===== src/rtl/hex_count_display.sv =====
// Multi-digit hex/decimal up/down counter with prescaler and registered active-low
// seven-segment drive. Define LEADING_ZERO_BLANK_EN to blank leading zero digits.
module hex_count_display #(
   parameter int NDIG     = 4,
   parameter int PRESCALE = 1
) (
   input  logic              Clock,
   input  logic              Resetn,
   input  logic              En,
   input  logic              Up,
   input  logic              Mode,
   input  logic              Load,
   input  logic [4*NDIG-1:0] LoadVal,
   output logic [4*NDIG-1:0] Count,
   output logic              Wrap,
   output logic [7*NDIG-1:0] HEX
);

   localparam int CW = 4 * NDIG;
   localparam int HW = 7 * NDIG;
   localparam int PW = (PRESCALE > 1) ? $clog2(PRESCALE) : 1;
   localparam logic [PW-1:0] P_LAST = PW'(PRESCALE - 1);

   function automatic logic [6:0] glyph(input logic [3:0] d);
      case (d)
         4'h0: glyph = 7'b1000000;
         4'h1: glyph = 7'b1111001;
         4'h2: glyph = 7'b0100100;
         4'h3: glyph = 7'b0110000;
         4'h4: glyph = 7'b0011001;
         4'h5: glyph = 7'b0010010;
         4'h6: glyph = 7'b0000010;
         4'h7: glyph = 7'b1111000;
         4'h8: glyph = 7'b0000000;
         4'h9: glyph = 7'b0010000;
         4'hA: glyph = 7'b0001000;
         4'hB: glyph = 7'b0000011;
         4'hC: glyph = 7'b1000110;
         4'hD: glyph = 7'b0100001;
         4'hE: glyph = 7'b0000110;
         default: glyph = 7'b0001110;
      endcase
   endfunction

   // Walk from the top digit down; blanking stops at the first non-zero digit.
   function automatic logic [HW-1:0] render(input logic [CW-1:0] c);
      logic [HW-1:0] r;
`ifdef LEADING_ZERO_BLANK_EN
      logic lead;
      lead = 1'b1;
`endif
      r = '0;
      for (int i = NDIG - 1; i >= 0; i--) begin
         r[7*i +: 7] = glyph(c[4*i +: 4]);
`ifdef LEADING_ZERO_BLANK_EN
         if (lead && i != 0 && c[4*i +: 4] == 4'h0) r[7*i +: 7] = 7'b1111111;
         else lead = 1'b0;
`endif
      end
      return r;
   endfunction

   localparam logic [HW-1:0] HEX_RST = render('0);

   logic [CW-1:0] count_q, count_d;
   logic [PW-1:0] p_q, p_d;
   logic          wrap_q, wrap_d;
   logic [HW-1:0] hex_q, hex_d;
   logic          tick;

   always_comb begin
      logic       carry;
      logic [3:0] d;
      // NOTE: every comb output gets a default first so no path leaves it unassigned (no latch).
      count_d = count_q;
      p_d     = p_q;
      wrap_d  = 1'b0;
      carry   = 1'b0;
      d       = 4'h0;
      tick    = En && (p_q == P_LAST);
      hex_d   = render(count_q);

      if (Load) begin
         count_d = LoadVal;
         p_d     = '0;
      end else if (En) begin
         p_d = tick ? '0 : p_q + 1'b1;
         if (tick) begin
            carry = 1'b1;
            for (int i = 0; i < NDIG; i++) begin
               d = count_q[4*i +: 4];
               if (carry) begin
                  if (Up) begin
                     if (d == 4'hF || (Mode && d >= 4'd9)) count_d[4*i +: 4] = 4'h0;
                     else begin
                        count_d[4*i +: 4] = d + 4'd1;
                        carry = 1'b0;
                     end
                  end else if (Mode && d > 4'd9) begin
                     // Out-of-range decimal digit settles to 9 without borrowing.
                     count_d[4*i +: 4] = 4'd9;
                     carry = 1'b0;
                  end else if (d == 4'h0) begin
                     count_d[4*i +: 4] = Mode ? 4'd9 : 4'hF;
                  end else begin
                     count_d[4*i +: 4] = d - 4'd1;
                     carry = 1'b0;
                  end
               end
            end
            wrap_d = carry;
         end
      end
   end

   // NOTE: sequential state uses non-blocking assignments so all flops update together.
   always_ff @(posedge Clock) begin
      if (!Resetn) begin
         count_q <= '0;
         p_q     <= '0;
         wrap_q  <= 1'b0;
         hex_q   <= HEX_RST;
      end else begin
         count_q <= count_d;
         p_q     <= p_d;
         wrap_q  <= wrap_d;
         hex_q   <= hex_d;
      end
   end

   assign Count = count_q;
   assign Wrap  = wrap_q;
   assign HEX   = hex_q;

endmodule

===== config.mk =====
export PLATFORM = sky130hd
export DESIGN_NAME = hex_count_display
export DESIGN_NICKNAME = d
export VERILOG_FILES = /design/src/rtl/hex_count_display.sv
export SDC_FILE = /design/constraint.sdc
export NUM_CORES = 1
export LEC_CHECK = 0
export BUFFER_PORTS_ARGS = -buffer_cell sky130_fd_sc_hd__buf_2
export CELL_PAD_IN_SITES_DETAIL_PLACEMENT = 1
export CELL_PAD_IN_SITES_GLOBAL_PLACEMENT = 1
export CORE_ASPECT_RATIO = 1.1
export CORE_MARGIN = 10
export CORE_UTILIZATION = 41
export CTS_CLUSTER_DIAMETER = 40
export DETAILED_ROUTE_END_ITERATION = 8
export GPL_TIMING_DRIVEN = 1
export MAX_ROUTING_LAYER = met4
export PLACE_DENSITY = 0.91
export SLEW_MARGIN = 5
export SYNTH_ARGS = -nofsm -noshare
export SYNTH_HDL_FRONTEND = slang
export SYNTH_SLANG_ARGS = --single-unit

===== constraint.sdc =====
create_clock -name Clock -period 3.07 [get_ports Clock]
set_clock_uncertainty 0.05 [all_clocks]
set_input_delay 0.1535 -clock Clock [delete_from_list [all_inputs] [get_ports Clock]]
set_output_delay 0.1535 -clock Clock [all_outputs]
set_load 0.02 [all_outputs]

; Word-level counts from Yosys, hierarchy flattened
; Memory sizes are Yosys's and may differ from the RTL's. A register that Yosys moved wholly into a read port is not among the register bits.
; Index checks and enable logic that the tools add are counted.
[totals]
mem_bits_ro = 448
out_inout_bits = 45
memories = 4
word_cells = 119
reg_bits = 18
input_bits = 22
[op_classes]
n_lt_le_gt_ge = 8
mux = 51
eq_ne = 4
bitwise = 5
n_reduce_logical = 32
n_addsub = 9
[mem_list]
columns = name, depth, width, read_ports, rd_ports_with_merged_regs, write_ports, line
row1 = (name not given), 16, 7, 1, 1, 0, 25  ; case (d)
row2 = (name not given), 16, 7, 1, 1, 0, 25
row3 = (name not given), 16, 7, 1, 1, 0, 25
row4 = (name not given), 16, 7, 1, 1, 0, 25
[ops]
columns = cell, count
row1 = two-way mux 4 bit, 19
row2 = two-way mux 16 bit, 3
row3 = two-way mux 1 bit, 28
row4 = "adder 4 x 1 -> 4 bit, second input constant", 4
row5 = "== test 4 bit, second input constant", 4
row6 = "greater-or-equal comparator 4 bit, second input constant", 4
row7 = "greater-than comparator 4 bit, second input constant", 4
row8 = zero test 4 bit, 4
row9 = "subtractor 4 x 1 -> 4 bit, second input constant", 4
row10 = nonzero test 2 bit, 5
row11 = logical AND 1 bit, 9
row12 = AND reduction 3 bit, 3
row13 = inverter 1 bit, 5
row14 = OR reduction 5 bit, 1
row15 = zero test 1 bit, 4
row16 = logical OR 1 bit, 4
row17 = two-way mux 3 bit, 1
row18 = AND reduction 2 bit, 1
row19 = OR reduction 2 bit, 1
row20 = "adder 1 bit, second input constant", 1

; Logic depth before layout (Yosys ltp)
[depth]
word_depth = 20
mapped_depth = 8
mapped_depth_nobuf = 7

; Worst setup path after synthesis
; Ideal clock, no wire load.
[synth_path]
path_kind = reg-to-reg
startpoint = register count_q[8] (netlist: Count[8])
endpoint = register count_q[12] (netlist: Count[12])
required_time_ns = 2.934
stages_incl_launch_ff = 9
synth_period_minus_slack_ns = 2.453
path_buffers = 1
path_slack_ns = 0.617
arrival_ns = 2.317
setup_time_ns = 0.086
path_cell_list = dfxtp_1 > clkbuf_1 > inv_1 > ha_1 > nor3b_1 > o211ai_1 > o21ai_0 > or3_4 > a221oi_2
[synth_between]
elab_chain_len = 11
word_cells_on_any_way = 17
classes_between = 2 x order compare / 1 x eq/ne / 8 x mux / 6 x reduce/logical
[synth_rtl]
columns = item, line
row1 = "start, declared", 65  ; logic [CW-1:0] count_q, count_d;
row2 = "start signal, assigned", 124  ; count_q <= count_d;
row3 = greater-or-equal comparator 4 bit, 94  ; if (d == 4'hF || (Mode && d >= 4'd9)) count_d[4*i +: 4] = 4'h0;
row4 = logical AND 1 bit, 94
row5 = logical OR 1 bit, 94
row6 = two-way mux 1 bit, 94
row7 = two-way mux 1 bit *, 93  ; if (Up) begin
row8 = two-way mux 1 bit *, 92  ; if (carry) begin
row9 = two-way mux 1 bit *, 88  ; if (tick) begin
row10 = two-way mux 1 bit *, 86  ; end else if (En) begin
row11 = two-way mux 1 bit *, 83  ; if (Load) begin
row12 = nonzero test 2 bit (no line) *, -
row13 = AND reduction 3 bit (no line) *, -
; Mark *: on every way between the ends. The rest lies on a longest branch, timed or not. The select of a mux whose other input is x is not followed.
; A chain may end at the register's enable or synchronous reset.

; Final worst setup path
; Ends and elaborated chain as after synthesis.

==> results.toml <==
[status]
outcome = "finished, final reports clean"

[logic_synthesis]
ys_seq_area_share_pct = 28.1
avgSynthCellArea_sq_um = 8.09
synthTopCellsByArea = "dfxtp_1 28%, ha_1 9.5%, a21oi_1 4.7%, o21ai_0 4.4%, nor2_1 4.0%"
synth_edf_count = 0
syn-cell-area_sq_um = 3280
yosys_warnings = 0
synth_fp_nets = 452
synth_top_area_share_pct = 28.1
synth_common_cells = "46 x dfxtp_1, 35 x nor2_1, 31 x a21oi_1"
yosys.cell_types.count = 66
synth.most_common_cell = "dfxtp_1"
ys.flop_type = "dfxtp_1"
synth_top_area_cell = "dfxtp_1"
synth-async-reset-ratio_pct = 0
ys_ff_latch = 46
postSynthCellCount = 405

[layout]
ff_latch_area_sq_um = 921
multi_input_area_sq_um = 2140
drive_gt1_share_pct = 19.8
instances_no_fill = 558
final_cell_area_sq_um = 3720
filler_cell_count = 1000
area_growth_pct = 13.5
fin_nets = 496
antenna_cells = 0

[placed_design]
portBuffers = 66
dpl_cell_area_sq_um = 3620
dp.cells = 549
place_congestion = 0.899
dp_slack_ns = 0.526
dpl.hpwl_mm = 7.27

[setup_path]
critPathArrivalTime_ns = 2.84
cpPeakStageDelay_ns = 0.57
cp_max_fo = 12
cp.required_ns = 3.25
crit_buf_inv = 1
critPathLaunchType = "register"
worst-r2r-setup-slack_ns = 0.41
end_kind = "register"
critical_path.cell_chain = "inv_1 > ha_1 > nor3b_1 > o211ai_1 > o21ai_0 > or3_4 > a221oi_2"
path_delay_family = "compound AO/OA/AOI/OAI gates"
cpMaxStageDelayCell = "dfxtp_1"
crit_type = "register to register"

[drt]
drt-wirelength-per-cell_um = 18.0
viasPerCell = 5.72
antenna_left = 0
remaining_drc_errors = 0
num_vias = 3190
firstDrtPassIters = 4
drt_iter0_markers = 111
drt_wl_total_mm = 10.1
dr_wl_met2_mm = 5.00
top_layer = "met4"
m1WireLength_mm = 4.45
wl_met3_um = 377

[timing]
max_slew_margin_pct = 36.4
rsz0062_at_grt = "no"
finalCritPeriodShare_pct = 86.6
timing.fmax_mhz = 376
final.min_clock_period_ns = 2.66
drv_slew = 0
worst_pin_slew_ns = 0.950
setup_violations = 0
hold_violations = 0
fin_ws_ns = 0.410
fin_setup_tns_ns = 0

[cts]
path_clk_slew_ns = 0.10
post_cts_buffers = 0
cts_buffers = 5
cts_sinks = 46
clock_latency_ns = 0.31
cts_tree = "built"
h-tree-depth = 2
cts_root_buf = "clkbuf_8"
ctsResizeCount = 0
cts.path.max_buffers = 2

[die]
row_count = 34
initial_utilization_pct = 41.7
die_x_um = 105
die_y_um = 114
core_sq_um = 7870
ioPinCount = 67
die-area_sq_um = 12000

[global_route]
globalRoute.totalOverflow = 0
grt_max_degree = 30
grt_pass1_vias = 3346
antenna_found_initial = 0
track_usage_pct = 17.3
grt_pass1_wl_mm = 16.9

[pwr]
p_leak_nw = 1.58
peakVddDrop_mv = 0.188
power.density_nw_per_um2 = 460

[min_path]
hold_path.class = "primary input to register"

[flow_run]
maxCapViolCount = 0
## cell usage in the layout, fill, tap and decap left out, types with 8 or more instances in the layout
master    synthesis  final
a21oi_1          31     31
nand3_1          12     12
a211oi_1          8      8
nor3_1           10     10
buf_2             8     66
ha_1             25     25
nor2_1           35     35
o211ai_1         10     10
dfxtp_1          46     46
o21ai_0          29     29
mux2i_1          13     13
inv_1            19     19
nand2_1          23     23
## flip-flops by register name, indices dropped and copies added, names as in the netlist
register	cells
Wrap	1
p_q	1
HEX	28
Count	16
## path summary, 6_finish.rpt
path                   start        end  cells past startpoint
setup / recovery    Count[8]  Count[12]                      7
hold / removal    LoadVal[9]   Count[9]                      3
setup reg to reg    Count[8]  Count[12]                      7
hold reg to reg          p_q        p_q                      1
## power breakdown
group          leakage, nW  internal [mW]  switching (mW)
Clock               0.0482          0.182           0.225
Combinational         1.15          0.223           0.352
Sequential           0.378          0.648          0.0812
Total                 1.58           1.05           0.658
## metrics by stage
stage | util (%) | hold WS, ns | total power, mW
after detailed placement | 46.0 | 0.321 | 1.31
after CTS | 47.3 | 0.0292 | 1.72
final | 47.3 | 0.0313 | 1.71
after floorplan | - | 0.180 | 1.15
after global placement | 46.0 | 0.312 | 1.29
after global routing | 47.3 | 0.0321 | 1.83
## area by class of cell
cell class,count,share of cell area (%)
tap,108,3.63
sequential,46,24.7
inverter,22,2.22
clock buffer,7,2.32
timing repair buffer,68,9.34
clock inverter,1,0.134
multi-input combinational,306,57.6
## worst reg2reg max path, delay by kind of cell (launching register included)
kind / cells / cell delay [ns]
buf+inv: 1 / 0.18
simple gates: 2 / 0.60
compound gates: 3 / 0.90
fa+ha+maj: 1 / 0.30
flops: 1 / 0.57
## layer usage
metal  vias up  track usage (%)
li1       1567                -
met1      1534             20.1
met2        68             29.1
met3        21             2.99
met4         0             6.68
met5         -                -
## what timing repair did
item	in CTS	in global routing
endpoints found under the setup margin	0	0
hold buffers	1	0
endpoints found under the hold margin	1	0
## kinds of logic (layout without fill, tap and decap cells)
family,Yosys count,after routing,share of synthesized area [%]
AO/OA/AOI/OAI,139,139,29.6
AND/OR/NAND/NOR,118,118,19.2
adder cells (fa/ha/maj),25,25,9.54
buffers and inverters,53,98,6.49
multiplexers,15,15,4.66
flip-flops,46,46,28.1
XOR/XNOR,9,9,2.40
Power figures use the tool's default switching activity.
